File: config.mk
export PLATFORM = sky130hd
export DESIGN_NAME = goertzel_bin_scheduler
export DESIGN_NICKNAME = d
export VERILOG_FILES = /design/src/rtl/goertzel_bin_scheduler.sv
export SDC_FILE = /design/constraint.sdc
export NUM_CORES = 1
export LEC_CHECK = 0
export CAP_MARGIN = 20
export CORE_MARGIN = 5
export CORE_UTILIZATION = 30
export CTS_CLUSTER_DIAMETER = 100
export DETAILED_ROUTE_END_ITERATION = 8
export SETUP_SLACK_MARGIN = 0.3
export SYNTH_ARGS = -nofsm -noshare
export SYNTH_HDL_FRONTEND = slang
export SYNTH_SLANG_ARGS = --single-unit
File: constraint.sdc
create_clock -name dsp_clk -period 15.85 [get_ports dsp_clk]
set_input_delay 3.17 -clock dsp_clk [delete_from_list [all_inputs] [get_ports dsp_clk]]
set_output_delay 3.17 -clock dsp_clk [all_outputs]
set_load 0.05 [all_outputs]
File: src/rtl/goertzel_bin_scheduler.sv
// Frame sequencer that time-shares one goertzel_core across NUM_BINS coefficient/result slots.
// Optional core_done watchdog: define GOERTZEL_SCHED_TIMEOUT_EN.
//
// state | meaning
// IDLE  | waiting for run; mask/err refreshed on accept
// SCAN  | test mask[idx], latch coefficient for an enabled bin
// START | core_start pulse
// WAIT  | waiting for core_done (or watchdog expiry)
// STORE | write T1/T2 result for idx
// DONE  | frame_done pulse
module goertzel_bin_scheduler #(
   parameter int D_W            = 16,
   parameter int NUM_BINS       = 8,
   parameter int BIN_BITS       = 3,
   parameter int TIMEOUT_CYCLES = 4096
) (
   input  logic                dsp_clk,
   input  logic                dsp_rst,
   input  logic                cfg_we,
   input  logic [BIN_BITS-1:0] cfg_addr,
   input  logic [D_W-1:0]      cfg_coeff,
   input  logic [NUM_BINS-1:0] bin_enable,
   input  logic                run,
   input  logic                abort,
   output logic                busy,
   output logic                frame_done,
   output logic                core_start,
   output logic [D_W-1:0]      core_coeff,
   input  logic                core_done,
   input  logic [D_W-1:0]      core_t1,
   input  logic [D_W-1:0]      core_t2,
   input  logic [BIN_BITS-1:0] rd_addr,
   output logic [D_W-1:0]      rd_t1,
   output logic [D_W-1:0]      rd_t2,
   output logic [NUM_BINS-1:0] res_valid,
   output logic                err
);

   typedef enum logic [2:0] {IDLE, SCAN, START, WAIT, STORE, DONE} state_t;

   localparam logic [BIN_BITS:0] IDX_END  = (BIN_BITS+1)'(NUM_BINS);
   localparam logic [BIN_BITS:0] IDX_LAST = (BIN_BITS+1)'(NUM_BINS-1);

   if (TIMEOUT_CYCLES < 2 || NUM_BINS > (1 << BIN_BITS)) begin : g_bad_param
      $error("goertzel_bin_scheduler: invalid TIMEOUT_CYCLES or NUM_BINS/BIN_BITS");
   end

   state_t              state;
   logic [NUM_BINS-1:0] mask;
   // One extra bit so a store of the last bin can step past the end without wrapping.
   logic [BIN_BITS:0]   idx;
   logic [BIN_BITS-1:0] idx_lo;
   logic [D_W-1:0]      coeff_tab [NUM_BINS];
   logic [D_W-1:0]      t1_tab    [NUM_BINS];
   logic [D_W-1:0]      t2_tab    [NUM_BINS];

   assign idx_lo = idx[BIN_BITS-1:0];

`ifdef GOERTZEL_SCHED_TIMEOUT_EN
   localparam int TO_W = $clog2(TIMEOUT_CYCLES + 1);
   logic [TO_W-1:0] to_cnt;
`else
   assign err = 1'b0;
`endif

   always_ff @(posedge dsp_clk or posedge dsp_rst) begin
      if (dsp_rst) begin
         for (int i = 0; i < NUM_BINS; i++) coeff_tab[i] <= '0;
      end else if (cfg_we && (int'(cfg_addr) < NUM_BINS)) begin
         coeff_tab[cfg_addr] <= cfg_coeff;
      end
   end

   always_ff @(posedge dsp_clk or posedge dsp_rst) begin
      if (dsp_rst) begin
         state      <= IDLE;
         busy       <= 1'b0;
         frame_done <= 1'b0;
         core_start <= 1'b0;
         core_coeff <= '0;
         mask       <= '0;
         idx        <= '0;
         res_valid  <= '0;
         for (int i = 0; i < NUM_BINS; i++) begin
            t1_tab[i] <= '0;
            t2_tab[i] <= '0;
         end
`ifdef GOERTZEL_SCHED_TIMEOUT_EN
         to_cnt     <= '0;
         err        <= 1'b0;
`endif
      end else begin
         core_start <= 1'b0;
         frame_done <= 1'b0;
         if (abort && state != IDLE) begin
            state <= IDLE;
            busy  <= 1'b0;
         end else begin
            case (state)
               IDLE: if (run) begin
                  mask      <= bin_enable;
                  res_valid <= '0;
                  idx       <= '0;
                  busy      <= 1'b1;
                  state     <= SCAN;
`ifdef GOERTZEL_SCHED_TIMEOUT_EN
                  err       <= 1'b0;
`endif
               end
               SCAN: begin
                  if (idx >= IDX_END) begin
                     frame_done <= 1'b1;
                     state      <= DONE;
                  end else if (mask[idx_lo]) begin
                     core_coeff <= coeff_tab[idx_lo];
                     core_start <= 1'b1;
                     state      <= START;
                  end else if (idx == IDX_LAST) begin
                     frame_done <= 1'b1;
                     state      <= DONE;
                  end else begin
                     idx <= idx + 1'b1;
                  end
               end
               START: begin
                  state <= WAIT;
`ifdef GOERTZEL_SCHED_TIMEOUT_EN
                  to_cnt <= TO_W'(TIMEOUT_CYCLES - 1);
`endif
               end
               WAIT: begin
                  if (core_done) begin
                     state <= STORE;
                  end
`ifdef GOERTZEL_SCHED_TIMEOUT_EN
                  else if (to_cnt == '0) begin
                     err   <= 1'b1;
                     idx   <= idx + 1'b1;
                     state <= SCAN;
                  end else begin
                     to_cnt <= to_cnt - 1'b1;
                  end
`endif
               end
               STORE: begin
                  t1_tab[idx_lo]    <= core_t1;
                  t2_tab[idx_lo]    <= core_t2;
                  res_valid[idx_lo] <= 1'b1;
                  idx               <= idx + 1'b1;
                  state             <= SCAN;
               end
               DONE: begin
                  busy  <= 1'b0;
                  state <= IDLE;
               end
               default: begin
                  busy  <= 1'b0;
                  state <= IDLE;
               end
            endcase
         end
      end
   end

   always_ff @(posedge dsp_clk or posedge dsp_rst) begin
      if (dsp_rst) begin
         rd_t1 <= '0;
         rd_t2 <= '0;
      end else if (int'(rd_addr) < NUM_BINS) begin
         rd_t1 <= t1_tab[rd_addr];
         rd_t2 <= t2_tab[rd_addr];
      end else begin
         rd_t1 <= '0;
         rd_t2 <= '0;
      end
   end

endmodule

==> impl_results.md <==
* Outcome: finished clean
* Required @ worst endpoint at between 15 and 20 ns
* Vias in the first global route at 12,300
* Final WS setup at 10.73 ns
* Worst hold start: mask[0]
* Post-place setup slack at 9.85 ns
* R2r worst-path depth at 6
* Fillers at 6,167
* CTS tree: done
* Max_cap viols at 0
* CTS max path bufs at 3
* Clk sinks at 458
* Hold Path Sink: mask[0]
* Hold slack at 0.485 ns
* Net Sw Frac at roughly 30%
* Drt via density at 4.81
* Clk_skew at 0.0207 ns
* Drt pass-1 iters at 4
* Worst r2r src: idx[0]
* Worst-path maximum fanout at around 170
* Internal power at about 2.6 mW
* Final Max Slew Viols at 0
* Vias at 10,800
* Reg power frac at 42.7%
* Pwr Density at 158 mW/mm²
* Chip width at roughly 270 µm
* Maximum vdd ir drop at 0.000104 V
* Area Growth Syn to Fin at 19.1%
* Routed WL per cell at 20.4 µm
* Floorplan row count at 94
* WS Path Type: in2async
* NetSw at between 1 and 1.5 mW
* Hold Vio Cnt, Final at 0
* Max frequency at 195 MHz
* Worst-margin pin slew at 1.11 ns
* Antenna viol nets, final at 0
* Final Wtd Congestion at 0.710
* CTS clk-pin slew, worst paths at ~0.06 ns
* Post-CTS Setup Bufs at 0
* Cells after DPL at between 2,000 and 2,500
* Net count reported at finish at 1,409
* Clk network pwr share at 30.8%
* Hold path cells at 1
* Final setup viols at 0
* Global-route wire length before repair at between 70 and 80 mm
* Comb power frac at 26.4%
* #FFs+latches synth at approximately 460
* Cells after Synth at 1,215
* Crit start category: primary input
* GRT Total Usage at 13.0%
* Routed WL at about 46 mm
* Die height at ~270 µm
* Sequential area share after synthesis at 57.6%
* Synth unique cells at 45
* Clock Latency Late Sink at 0.60 ns
* Num CTS Buffers at 51
* Post-Syn Area per Cell at 16.4 µm²
* Non-Filler Instances at 2,243
* DRC at 0
* Unrepaired setup endpoints after global routing: no
* Starting Density at 30.3%
* Core area at 0.0657 mm²
* Worst path arrival time at 5.73 ns
* Setup slack, reg-to-reg at 13.15 ns
* Worst hold path type: reg2reg
* Port buffer count at between 100 and 150
* DRT iter0 DRCs at around 520
* GR Overflow Total at 0
* H-tree Lvls at 2
* Fin crit share at between 30% and 40%
* Largest net degree at the start of global routing at 185
* Sum Neg Setup Slack at 0 ns
* Fin crit period at 5.12 ns
* Top Ports at 128
* Syn nets at 1,285
* Endpoint class of the critical path: async pin
* Syn. warnings at 0
* Static leakage at 10.7 nW
* Hold-fix buffers, CTS at 0
* Die Area at ~0.07 mm²
* Detailed placement HPWL at ~26 mm
* Slew HR at 25.9%
* PostCTS Resize Cnt at 0
* Mapped cell area at 0.0199 mm²
* Worst r2r dst: idx[0]
* Layout cell share with drive strength beyond 1 at approximately 45%
* Antenna violations before repair at 2
* Root Buffer Master: clkbuf_16
-- placed cells by master (no fill, tap or decap), drive strengths merged, types with 11 or more instances in the layout --
cell type / n
clkbuf: 76
clkinv: 11
dfrtp: 458
o21ai: 17
inv: 11
clkdlybuf4s50: 123
nand2: 26
mux4: 96
buf: 27
nor2: 19
mux2: 426
mux2i: 21
-- layer usage --
| metal | part of all wire, % | vias to the layer above | wire length (µm) | track usage (%) |
|---|---|---|---|---|
| met5 | 0.059 | - | 27 | 0 |
| met3 | 3.7 | 57 | 1720 | 2.45 |
| li1 | - | 4743 | - | - |
| met2 | 49 | 172 | 22300 | 21.5 |
| met4 | 1.6 | 4 | 740 | 3.10 |
| met1 | 46 | 5811 | 21100 | 18.0 |
-- worst max-delay path: stages --
cell	delay, ns
clkdlybuf4s50_1	0.44
clkinvlp_4	0.56
buf_12	0.65
buf_4	0.81
-- area by class of cell --
cell class | instances | area [µm²] | share of cell area (%)
diodes | 1 | 2.50 | 0.0106
inverters | 11 | 45.0 | 0.190
clock inverters | 16 | 176 | 0.744
clock buffers | 76 | 1470 | 6.20
well taps | 864 | 1080 | 4.56
repair buffers | 150 | 1450 | 6.14
flip-flops and latches | 458 | 11500 | 48.4
multi-input cells | 667 | 8010 | 33.8
-- kinds of logic (layout without fill, tap and decap cells) --
group / count (synthesis) / after routing / synth area share [%]
and+or+nand+nor: 83 / 83 / 2.20
AOI/OAI and AO/OA: 37 / 37 / 1.19
buffers and inverters: 90 / 253 / 2.40
other: 1 / 2 / 0.0188
adders and majority gates: 2 / 2 / 0.126
muxes: 543 / 543 / 36.4
DFF: 458 / 458 / 57.6
xor gates and xnor gates: 1 / 1 / 0.0440
-- sequential cells by signal, indices dropped and copies added (netlist names) --
signal	cells
rd_t2	16
frame_done	1
t1_tab	128
busy	1
mask	8
coeff_tab	128
state	3
t2_tab	128
rd_t1	16
core_coeff	16
res_valid	8
core_start	1
idx	4
-- Yosys cell counts, drive strengths merged --
| library cell | instances | share of area (%) |
|---|---|---|
| dfrtp | 458 | 58 |
| mux2 | 426 | 25 |
| mux4 | 96 | 11 |
| buf | 59 | 1.8 |
| nand2 | 26 | 0.49 |
| mux2i | 21 | 1.1 |
| clkbuf | 20 | 0.38 |
| nor2 | 19 | 0.36 |
| o21ai | 17 | 0.43 |
| inv | 11 | 0.21 |
| nor3 | 10 | 0.33 |
| a21oi | 8 | 0.20 |
| nand2b | 6 | 0.23 |
| nand3 | 5 | 0.13 |
| or2 | 4 | 0.13 |
| nand4b | 3 | 0.13 |
| a31oi | 2 | 0.063 |
| and2b | 2 | 0.075 |
| ha | 2 | 0.13 |
| nand4 | 2 | 0.063 |
| nor3b | 2 | 0.13 |
| o211ai | 2 | 0.075 |
| o31ai | 2 | 0.13 |
| a211o | 1 | 0.044 |
| a21boi | 1 | 0.094 |
| a21o | 1 | 0.038 |
| a32oi | 1 | 0.044 |
| conb | 1 | 0.019 |
| nor4 | 1 | 0.031 |
| nor4b | 1 | 0.044 |
| o2111ai | 1 | 0.044 |
| o22ai | 1 | 0.031 |
| or3 | 1 | 0.031 |
| or3b | 1 | 0.044 |
| xnor2 | 1 | 0.044 |
-- metrics by stage --
step	total power [mW]	util, %	instance area, µm²
final	3.75	36.0	23700
after floorplan	2.34	-	19900
after detailed placement	2.64	33.5	22000
after global placement	2.59	33.5	22000
after global routing	3.96	36.0	23700
after CTS	3.82	36.0	23700
-- how the worst max path moves through the flow --
stage | from | endpoint | slack (ns) | cells past startpoint
after floorplan | dsp_rst | busy | 6.48 | 1
after global placement | dsp_rst | coeff_tab[35] | 9.96 | 4
after detailed placement | dsp_rst | coeff_tab[51] | 9.85 | 4
after CTS | dsp_rst | mask[1] | 10.49 | 4
after global routing | dsp_rst | coeff_tab[88] | 10.26 | 4
final | dsp_rst | coeff_tab[99] | 10.73 | 4
-- power by group through the flow --
stage	Sequential (mW)	Clock (mW)	Combinational [mW]
finish	1.60	1.16	0.992
global route	1.64	1.25	1.08
CTS	1.61	1.20	1.01
detailed placement	1.63	0	1.01
global placement	1.60	0	0.989
floorplan	1.70	0	0.636
Note: power is estimated with default switching activity, not from simulation.
